### src/rtl/fpu_rec_pkg.sv
// Shared recoded-F32 definitions: rounding modes, recFN exponent codes, flag positions,
// the captured raw-operation record and small rounding helpers.
package fpu_rec_pkg;

  typedef enum logic [2:0] {
    RM_RNE = 3'd0,
    RM_RTZ = 3'd1,
    RM_RDN = 3'd2,
    RM_RUP = 3'd3,
    RM_RMM = 3'd4
  } roundMode_t;

  localparam logic [8:0]  REC_EXP_MAX_FIN  = 9'h17F;
  localparam logic [8:0]  REC_EXP_INF      = 9'h180;
  localparam logic [8:0]  REC_EXP_MIN_NORM = 9'd130;
  localparam logic [8:0]  REC_EXP_SUB_BASE = 9'd107;
  localparam logic [32:0] REC_CANON_NAN    = 33'h0E0400000;

  localparam int FLAG_NV = 4;
  localparam int FLAG_DZ = 3;
  localparam int FLAG_OF = 2;
  localparam int FLAG_UF = 1;
  localparam int FLAG_NX = 0;

  typedef struct packed {
    logic        isNaN;
    logic        isInf;
    logic        isZero;
    logic        sign;
    logic [9:0]  sExp;
    logic [26:0] sig;
    roundMode_t  rm;
    logic        nv;
    logic        dz;
  } rawOp_t;

  function automatic logic roundInc(input roundMode_t rm, input logic sign, input logic lsb,
                                    input logic rnd, input logic stk);
    case (rm)
      RM_RNE:  return rnd & (stk | lsb);
      RM_RMM:  return rnd;
      RM_RUP:  return (rnd | stk) & !sign;
      RM_RDN:  return (rnd | stk) & sign;
      default: return 1'b0;
    endcase
  endfunction

  function automatic logic [4:0] leadOne(input logic [23:0] v);
    logic [4:0] pos;
    pos = '0;
    for (int i = 0; i < 24; i++)
      if (v[i]) pos = 5'(i);
    return pos;
  endfunction

endpackage

### src/rtl/rec_fn_round_core.sv
// Combinational rounding of a raw div/sqrt result into 33-bit recoded F32 plus
// {NV,DZ,OF,UF,NX}; subnormals are rounded at subnormal precision then renormalized.
module rec_fn_round_core
  import fpu_rec_pkg::*;
(
  input  rawOp_t      raw,
  output logic [32:0] out,
  output logic [4:0]  flags
);

  logic signed [11:0] e, eNorm, shAmt;
  logic signed [11:0] minNorm;
  logic [23:0] m, mt;
  logic        r, s, rt, st;
  logic [4:0]  sh, lead;
  logic [50:0] wide;
  logic [24:0] mr;
  logic [22:0] normSig;
  logic [8:0]  eTiny;
  logic        tiny, inc, inexact, tinyAfter, ovf, toInf;

  always_comb begin
    if (raw.sig[26]) begin
      m = raw.sig[26:3];
      r = raw.sig[2];
      s = |raw.sig[1:0];
      e = $signed({{2{raw.sExp[9]}}, raw.sExp}) + 12'sd1;
    end else begin
      m = raw.sig[25:2];
      r = raw.sig[1];
      s = raw.sig[0];
      e = $signed({{2{raw.sExp[9]}}, raw.sExp});
    end
  end

  assign minNorm = $signed({3'b000, REC_EXP_MIN_NORM});
  assign tiny    = e < minNorm;
  assign shAmt   = minNorm - e;
  assign sh      = !tiny ? 5'd0 : ((shAmt > 12'sd26) ? 5'd26 : shAmt[4:0]);

  // Round bit rides below the kept bits; everything shifted past it folds into sticky.
  assign wide    = {m, r, 26'b0} >> sh;
  assign mt      = wide[50:27];
  assign rt      = wide[26];
  assign st      = s | (|wide[25:0]);
  assign inc     = roundInc(raw.rm, raw.sign, mt[0], rt, st);
  assign mr      = {1'b0, mt} + {24'b0, inc};
  assign inexact = rt | st;

  // Tininess after rounding: only exp 129 can reach min normal under unbounded-range rounding.
  assign tinyAfter = tiny & !((e == 12'sd129) & (&m) & roundInc(raw.rm, raw.sign, m[0], r, s));

  assign eNorm   = e + (mr[24] ? 12'sd1 : 12'sd0);
  assign ovf     = !tiny & (eNorm > 12'sd383);
  assign lead    = leadOne(mr[23:0]);
  assign normSig = mr[22:0] << (5'd23 - lead);
  assign eTiny   = REC_EXP_SUB_BASE + {4'b0, lead};
  assign toInf   = (raw.rm == RM_RNE) | (raw.rm == RM_RMM) |
                   ((raw.rm == RM_RUP) & !raw.sign) | ((raw.rm == RM_RDN) & raw.sign);

  always_comb begin
    out            = '0;
    flags          = '0;
    flags[FLAG_NV] = raw.nv;
    if (raw.isNaN) begin
      out = REC_CANON_NAN;
    end else begin
      flags[FLAG_DZ] = raw.dz;
      if (raw.isInf) begin
        out = {raw.sign, REC_EXP_INF, 23'b0};
      end else if (raw.isZero) begin
        out = {raw.sign, 32'b0};
      end else if (ovf) begin
        flags[FLAG_OF] = 1'b1;
        flags[FLAG_NX] = 1'b1;
        out = toInf ? {raw.sign, REC_EXP_INF, 23'b0} : {raw.sign, REC_EXP_MAX_FIN, 23'h7FFFFF};
      end else begin
        flags[FLAG_UF] = tinyAfter & inexact;
        flags[FLAG_NX] = inexact;
        if (tiny)
          out = (mr == '0) ? {raw.sign, 32'b0} : {raw.sign, eTiny, normSig};
        else
          out = {raw.sign, eNorm[8:0], mr[24] ? 23'b0 : mr[22:0]};
      end
    end
  end

endmodule

### src/rtl/div_sqrt_raw_to_rec_fn_out.sv
// Output stage of the F32 div/sqrt unit: S1 captures raw results, S2 holds the rounded
// recFN result on a valid/ready port; overruns are dropped and latched sticky.
module div_sqrt_raw_to_rec_fn_out
  import fpu_rec_pkg::*;
#(
  parameter int EXP_W = 8,
  parameter int SIG_W = 24,
  parameter int TAG_W = 5
) (
  input  logic                   clock,
  input  logic                   reset,
  input  logic                   io_rawValid_div,
  input  logic                   io_rawValid_sqrt,
  input  logic [2:0]             io_roundingMode,
  input  logic                   io_invalidExc,
  input  logic                   io_infiniteExc,
  input  logic                   io_raw_isNaN,
  input  logic                   io_raw_isInf,
  input  logic                   io_raw_isZero,
  input  logic                   io_raw_sign,
  input  logic [EXP_W+1:0]       io_raw_sExp,
  input  logic [SIG_W+2:0]       io_raw_sig,
  input  logic [TAG_W-1:0]       io_tag,
  output logic                   io_canIssue,
  output logic                   io_outValid,
  input  logic                   io_outReady,
  output logic [EXP_W+SIG_W:0]   io_out,
  output logic [4:0]             io_exceptionFlags,
  output logic                   io_outIsSqrt,
  output logic [TAG_W-1:0]       io_outTag,
  output logic                   io_overrun
);

  rawOp_t           rawIn, s1Op;
  logic             s1Valid, s1IsSqrt;
  logic [TAG_W-1:0] s1Tag;
  logic [32:0]      rndOut;
  logic [4:0]       rndFlags;
  logic             rawPulse, s2Load, s1Free;

  assign rawPulse    = io_rawValid_div | io_rawValid_sqrt;
  assign s2Load      = s1Valid & (!io_outValid | io_outReady);
  assign s1Free      = !s1Valid | s2Load;
  assign io_canIssue = !s1Valid & (!io_outValid | io_outReady);

  always_comb begin
    rawIn.isNaN  = io_raw_isNaN;
    rawIn.isInf  = io_raw_isInf;
    rawIn.isZero = io_raw_isZero;
    rawIn.sign   = io_raw_sign;
    rawIn.sExp   = io_raw_sExp;
    rawIn.sig    = io_raw_sig;
    rawIn.rm     = (io_roundingMode > 3'd4) ? RM_RNE : roundMode_t'(io_roundingMode);
    // Simultaneous div and sqrt pulses are a protocol error reported as invalid.
    rawIn.nv     = io_invalidExc | (io_rawValid_div & io_rawValid_sqrt);
    rawIn.dz     = io_infiniteExc;
  end

  always_ff @(posedge clock or negedge reset) begin
    if (!reset) begin
      s1Valid    <= 1'b0;
      s1Op       <= '0;
      s1Tag      <= '0;
      s1IsSqrt   <= 1'b0;
      io_overrun <= 1'b0;
    end else if (rawPulse) begin
      if (s1Free) begin
        s1Valid  <= 1'b1;
        s1Op     <= rawIn;
        s1Tag    <= io_tag;
        s1IsSqrt <= io_rawValid_sqrt;
      end else begin
        io_overrun <= 1'b1;
      end
    end else if (s2Load) begin
      s1Valid <= 1'b0;
    end
  end

  rec_fn_round_core uRound (
    .raw  (s1Op),
    .out  (rndOut),
    .flags(rndFlags)
  );

  always_ff @(posedge clock or negedge reset) begin
    if (!reset) begin
      io_outValid       <= 1'b0;
      io_out            <= '0;
      io_exceptionFlags <= '0;
      io_outTag         <= '0;
      io_outIsSqrt      <= 1'b0;
    end else if (s2Load) begin
      io_outValid       <= 1'b1;
      io_out            <= rndOut;
      io_exceptionFlags <= rndFlags;
      io_outTag         <= s1Tag;
      io_outIsSqrt      <= s1IsSqrt;
    end else if (io_outReady) begin
      io_outValid <= 1'b0;
    end
  end

endmodule

### config.mk
export PLATFORM = sky130hd
export DESIGN_NAME = div_sqrt_raw_to_rec_fn_out
export DESIGN_NICKNAME = d
export VERILOG_FILES = /design/src/rtl/fpu_rec_pkg.sv /design/src/rtl/rec_fn_round_core.sv /design/src/rtl/div_sqrt_raw_to_rec_fn_out.sv
export SDC_FILE = /design/constraint.sdc
export NUM_CORES = 1
export LEC_CHECK = 0
export BUFFER_PORTS_ARGS = -buffer_cell sky130_fd_sc_hd__buf_2
export CORE_MARGIN = 5
export CORE_UTILIZATION = 55
export CTS_CLUSTER_SIZE = 28
export DETAILED_ROUTE_END_ITERATION = 8
export PLACE_DENSITY = 0.9
export SYNTH_ARGS = -nofsm -noshare
export SYNTH_HDL_FRONTEND = slang
export SYNTH_SLANG_ARGS = --single-unit
### constraint.sdc
create_clock -name clock -period 10.1 [get_ports clock]
set_input_delay 0.505 -clock clock [delete_from_list [all_inputs] [get_ports clock]]
set_output_delay 0.505 -clock clock [all_outputs]
set_load 0.1 [all_outputs]
==> flow_metrics.tcl, run 1 <==
set metrics [dict create \
    grt_max_degree 73 \
    worst-slew-pin-transition_ps 1103 \
    root_buffer "clkbuf_16" \
    finalSetupViolCount 0 \
    layout.cells.non_filler 1651 \
    cts_sinks 99 \
    grt_pass1_wl_mm 52.89 \
    nets 1486 \
    port-buffer-count 102 \
    start_kind "flip-flop" \
    setup.worst_path.start "s1Op[33]$_DFFE_PN0P_" \
    track_usage_pct 29.31 \
    slew_viol_final 0 \
    yosys.cell_types.count 106 \
    hold_viol_final 0 \
    synth_edf_count 0 \
    first_pass_iters 8 \
    path_class "flip-flop to flip-flop" \
    final_antenna_net_count 0 \
    critPathRequiredTime_ps 10350 \
    synth_area_per_cell_um2 7.578 \
    gp_congestion 1.169 \
    cts.reportedPaths.clkPinSlew_ps 80 \
    antenna_found_initial 0 \
    initial_core_util_pct 56.40 \
    cpMostUsedCell "a21oi_1" \
    io_pins 103 \
    areaGrowthSynthToFinish_pct 11.11 \
    ys_warn_count 0 \
    layout_min_cycle_time_ps 9605 \
    leakage_uw 0.004767 \
    arrival_ps 9860 \
    routed_wl_mm 33.20 \
    core_area_um2 18090 \
    synth_nets 1415 \
    synth_flop_cell "dfrtp_1" \
    cts_tree "done" \
    multi_input_area_um2 7353 \
    gr-total-overflow 0 \
    yosysTopAreaCellShare_pct 24.29 \
    grt_pass1_vias 10750 \
    hold_class "primary input to asynchronous set/reset pin" \
    period_share_pct 95.10 \
    relSlewSlack_pct 26.20 \
    die-area_um2 21370 \
    p_per_area_nw_per_um2 320.5 \
    ys_ff_latch 99 \
    cts_max_level 3 \
    seq_area_um2 2477 \
    skew_ps 14.25 \
    fmax_ghz 0.1041 \
    syn_area_um2 10200 \
    clock_latency_ps 370 \
    seq_area_frac_synth_pct 24.29 \
    hold_buffers 0 \
    drive_gt1_share_pct 19.13 \
    rows 49 \
    die_height_um 146.2 \
    wl_per_cell_um 20.11 \
    dp_hpwl_mm 24.44 \
    end_kind "flip-flop" \
    slowest_stage "or4_1" \
    synth.area.top_cells "dfrtp_1 24%, nand2_1 9.6%, mux2i_1 4.5%" \
    fillCellCount 1478 \
    place_inst 1632 \
    cp_max_fo 21 \
    outcome "completed" \
    cap_violations 0 \
    ys_async_sr_fraction_pct 100.0 \
    synth_top_area_cell "dfrtp_1" \
    num_vias 11560 \
    ir_drop_v 0.0001774 \
    final_cell_mix "259 x nand2_1, 101 x buf_2, 99 x dfrtp_1, 98 x nor2_1, 87 x o21ai_0" \
    synth_cells 1346 \
    fin_setup_tns_ps 0 \
    vias_per_cell 7.004 \
    drtIter0Drc 2093 \
    rr_startpoint "s1Op[33]$_DFFE_PN0P_" \
    drcViolationCount 0 \
    die_width_um 146.2 \
    n_antenna_cell 0 \
    fin_total_pwr_uw 3632 \
    final_common_cell "nand2_1" \
    cts_buffers 9 \
    slowest_delay_ps 570 \
    cts_buffer_depth 2 \
]
stage by stage:
stage	worst slack (ps)	util, %	hold WS [ps]	area, µm²
global route	-76.68	62.66	77.91	11330
global placement	659.9	60.49	433.1	10940
floorplan	22.85	-	209.4	10200
CTS	265.3	62.08	51.36	11230
detailed placement	310.4	60.49	432.4	10940
finish	494.6	62.66	37.50	11330
cell type report:
cell class | instances | area share, %
clock buffer | 10 | 2.020
clock inverter | 6 | 0.5078
inverter | 19 | 0.6514
multi-input combinational | 1143 | 64.88
sequential | 99 | 21.86
tap | 229 | 2.528
timing repair buffer | 145 | 7.551
layer usage:
layer	global-route usage [%]	vias to the layer above	routed length (µm)
met2	46.01	923	14620
met1	37.31	5206	12560
met3	5.640	273	3721
met4	18.06	0	2304
li1	-	5162	-
met5	0	-	0
sequential cells by signal (all words and copies together), names as in the netlist:
signal	cells
s1Op	46
io_out	33
io_exceptionFlags	5
io_outTag	5
s1Tag	5
io_outIsSqrt	1
io_outValid	1
io_overrun	1
s1IsSqrt	1
s1Valid	1
synthesized netlist by cell type (7+ instances only):
cell / instances
nand2_1: 261
dfrtp_1: 99
nor2_1: 98
o21ai_0: 87
a21oi_1: 71
clkbuf_1: 54
nand3_1: 49
mux2i_1: 46
nor3_1: 35
nand2b_1: 24
xnor2_1: 22
and2_1: 21
nand4_1: 21
o211ai_1: 21
mux2_2: 20
a211oi_1: 19
a22oi_1: 17
o21ai_1: 17
a31oi_1: 15
buf_2: 15
a22o_1: 14
inv_1: 14
ha_1: 13
a21o_1: 11
or4_1: 11
nor4_1: 10
o21a_1: 10
o221ai_1: 10
a211o_1: 9
o22ai_1: 9
o31ai_1: 9
or2_2: 9
xor2_1: 9
a221oi_1: 8
o2111ai_1: 8
buf_4: 7
nor2_2: 7
nor2b_1: 7
or3_1: 7
where the power goes:
group / switching (µW) / leakage [µW] / internal [µW] / total (µW)
sequential: 68.5 / 0.00124 / 468 / 537
combinational: 1890 / 0.00339 / 862 / 2750
clock: 174 / 0.000141 / 173 / 347
cell families (layout without fill, tap and decap cells):
family,count (synthesis),after routing,synth area share (%)
XOR/XNOR,31,31,2.662
multiplexers,74,74,8.072
AO/OA/AOI/OAI,421,421,29.53
buffers and inverters,104,180,4.784
adder cells (fa/ha/maj),13,13,1.595
flip-flops,99,99,24.29
AND/OR/NAND/NOR,604,604,29.07
critical path: cells and delay by family (launching register included):
family                   cells  cell delay (ps)
AO/OA/AOI/OAI               13             3130
AND/OR/NAND/NOR             11             3020
multiplexers                 5             1450
adder cells (fa/ha/maj)      2              600
buffers and inverters        3              530
flip-flops                   1              470
XOR/XNOR                     1              290
worst paths after layout:
path / endpoint / slack, ps / depth (start not counted)
hold reg to reg: io_out[28]$_DFFE_PN0P_ / 480 / 1
min in group clock: s1Tag[4]$_DFFE_PN0P_ / 320 / 3
setup / recovery: io_out[14]$_DFFE_PN0P_ / 490 / 35
hold / removal: s1Op[26]$_DFFE_PN0P_ / 40 / 1
max in group asynchronous: s1Op[3]$_DFFE_PN0P_ / 8860 / 2
setup reg to reg: io_out[14]$_DFFE_PN0P_ / 490 / 35
what timing repair did:
action / CTS / global route
gates resized for setup: 0 / 18
setup endpoints to repair: 0 / 28
buffers inserted: 0 / 3
Power figures use the tool's default switching activity.
==> run 2: changes to the inputs <==
Settings changed: GPL_TIMING_DRIVEN set to 0, HOLD_SLACK_MARGIN set to 0.1, SKIP_CTS_REPAIR_TIMING set to 1.
==> run 2 against run 1 <==
Compared with the run above:
- global-route usage rose by 5.5 points
- largest cell class unchanged
- largest power group unchanged
- first-iteration DRC count fell by 24%
- worst hold slack improved by 78 ps
==> flow_metrics.tcl, run 2 (same netlist as run 1, synthesis figures left out) <==
set metrics [dict create \
    outcome "completed" \
    die_height_um 146.2 \
    final_antenna_net_count 0 \
    clock_latency_ps 370 \
    antenna_found_initial 0 \
    largest_register_ffs 46 \
    drcViolationCount 0 \
    cts_max_level 3 \
    worst-slew-pin-transition_ps 1273 \
    io_pins 103 \
    cts_sinks 99 \
    dp_hpwl_mm 30.32 \
    r2r_cells 41 \
    cp_max_fo 10 \
    reg.largest.list "s1Op x46, io_out x33" \
    gr-total-overflow 0 \
    nets 1554 \
    track_usage_pct 34.85 \
    start_kind "flip-flop" \
    drive_gt1_share_pct 23.89 \
    rows 49 \
    die_width_um 146.2 \
    period_share_pct 98.03 \
    regMostFlops "s1Op" \
    arrival_ps 10150 \
    critPathRequiredTime_ps 10350 \
    n_antenna_cell 0 \
    die-area_um2 21370 \
    slew_viol_final 0 \
    ir_drop_v 0.0001939 \
    routed_wl_mm 39.22 \
    path_class "flip-flop to flip-flop" \
    skew_ps 13.03 \
    multi_input_area_um2 7841 \
    fmax_ghz 0.1010 \
    cts.reportedPaths.clkPinSlew_ps 70 \
    initial_core_util_pct 56.40 \
    slowest_stage "a2111o_1" \
    grt_pass1_vias 10930 \
    r2r_slack_ps 200 \
    final_cell_mix "259 x nand2_1, 113 x buf_2, 99 x dfrtp_1, 91 x nor2_1, 85 x o21ai_0" \
    leakage_uw 0.005089 \
    cts_tree "done" \
    layout_min_cycle_time_ps 9901 \
    hold_viol_final 0 \
    areaGrowthSynthToFinish_pct 19.91 \
    first_pass_iters 6 \
    relSlewSlack_pct 14.90 \
    p_per_area_nw_per_um2 329.7 \
    grt_pass1_wl_mm 60.78 \
    whs_ps 115.4 \
    hold_class "primary input to asynchronous set/reset pin" \
    gp_congestion 0.9821 \
    cpMostUsedCell "nand2b_1" \
    fillCellCount 1512 \
    num_vias 11880 \
    vias_per_cell 6.910 \
    cap_violations 0 \
    slowest_delay_ps 550 \
    fin_total_pwr_uw 4032 \
    end_kind "flip-flop" \
    finalSetupViolCount 0 \
    cts_buffer_depth 2 \
    root_buffer "clkbuf_16" \
    drtIter0Drc 1587 \
    port-buffer-count 102 \
    final_common_cell "nand2_1" \
    seq_area_um2 2477 \
    cts_buffers 9 \
    grt_max_degree 66 \
    core_area_um2 18090 \
    wl_per_cell_um 22.81 \
]
-- run 2: cell count changes in the layout (fill, tap and decap cells not counted), sizes merged --
cell	change
clkinvlp	+1
clkbuf	+48
clkinv	-1
buf	+20
bufinv	+1
inv	-1
-- run 2: where the power goes --
part | internal (µW) | leakage, µW | total [µW] | switching [µW]
sequential | 469 | 0.00124 | 527 | 58.2
clock | 198 | 0.000152 | 365 | 167
combinational | 1030 | 0.00370 | 3140 | 2110
-- run 2: path summary, 6_finish.rpt --
kind / from / to
max in group asynchronous: reset / io_exceptionFlags[1]$_DFFE_PN0P_
hold reg to reg: s1Tag[2]$_DFFE_PN0P_ / s1Tag[2]$_DFFE_PN0P_
min in group clock: io_raw_sign / s1Op[42]$_DFFE_PN0P_
setup reg to reg: s1Op[32]$_DFFE_PN0P_ / io_out[15]$_DFFE_PN0P_
hold / removal: reset / io_out[6]$_DFFE_PN0P_
setup / recovery: s1Op[32]$_DFFE_PN0P_ / io_out[15]$_DFFE_PN0P_
-- run 2: metrics by stage --
stage                     worst slack (ps)  TNS (ps)  instance area [µm²]  cells  util, %
after floorplan                      22.85         0                10200   1346        -
after global placement               -2772    -83370                11000   1677    60.80
after detailed placement             -2921    -88490                11030   1678    60.97
after CTS                            -2954    -89900                11340   1694    62.70
after global routing                -84.09    -830.1                12230   1719    67.62
final                                198.5         0                12230   1719    67.62
-- run 2: area by class of cell --
class / count / share of cell area [%]
tap: 229 / 2.343
multi-input combinational: 1143 / 64.11
timing repair buffer: 134 / 6.404
sequential: 99 / 20.26
clock buffer: 10 / 1.872
buffer: 79 / 3.693
clock inverter: 6 / 0.6854
inverter: 19 / 0.6343
-- run 2: worst max-delay path: cells and delay by family (launching register included) --
kind	cells	cell delay (ps)
AND/OR/NAND/NOR	21	3820
XOR/XNOR	1	410
flip-flops	1	430
adder cells (fa/ha/maj)	5	1110
AO/OA/AOI/OAI	11	3060
buffers and inverters	3	930
-- run 2: routing by layer --
layer / track usage (%) / share of wire, % / wire length [µm] / vias up
met2: 54.50 / 45 / 17770 / 789
met3: 7.375 / 11 / 4197 / 104
li1: - / - / - / 5300
met1: 48.48 / 41 / 16100 / 5685
met5: 0 / 0 / 0 / -
met4: 10.96 / 2.9 / 1139 / 0
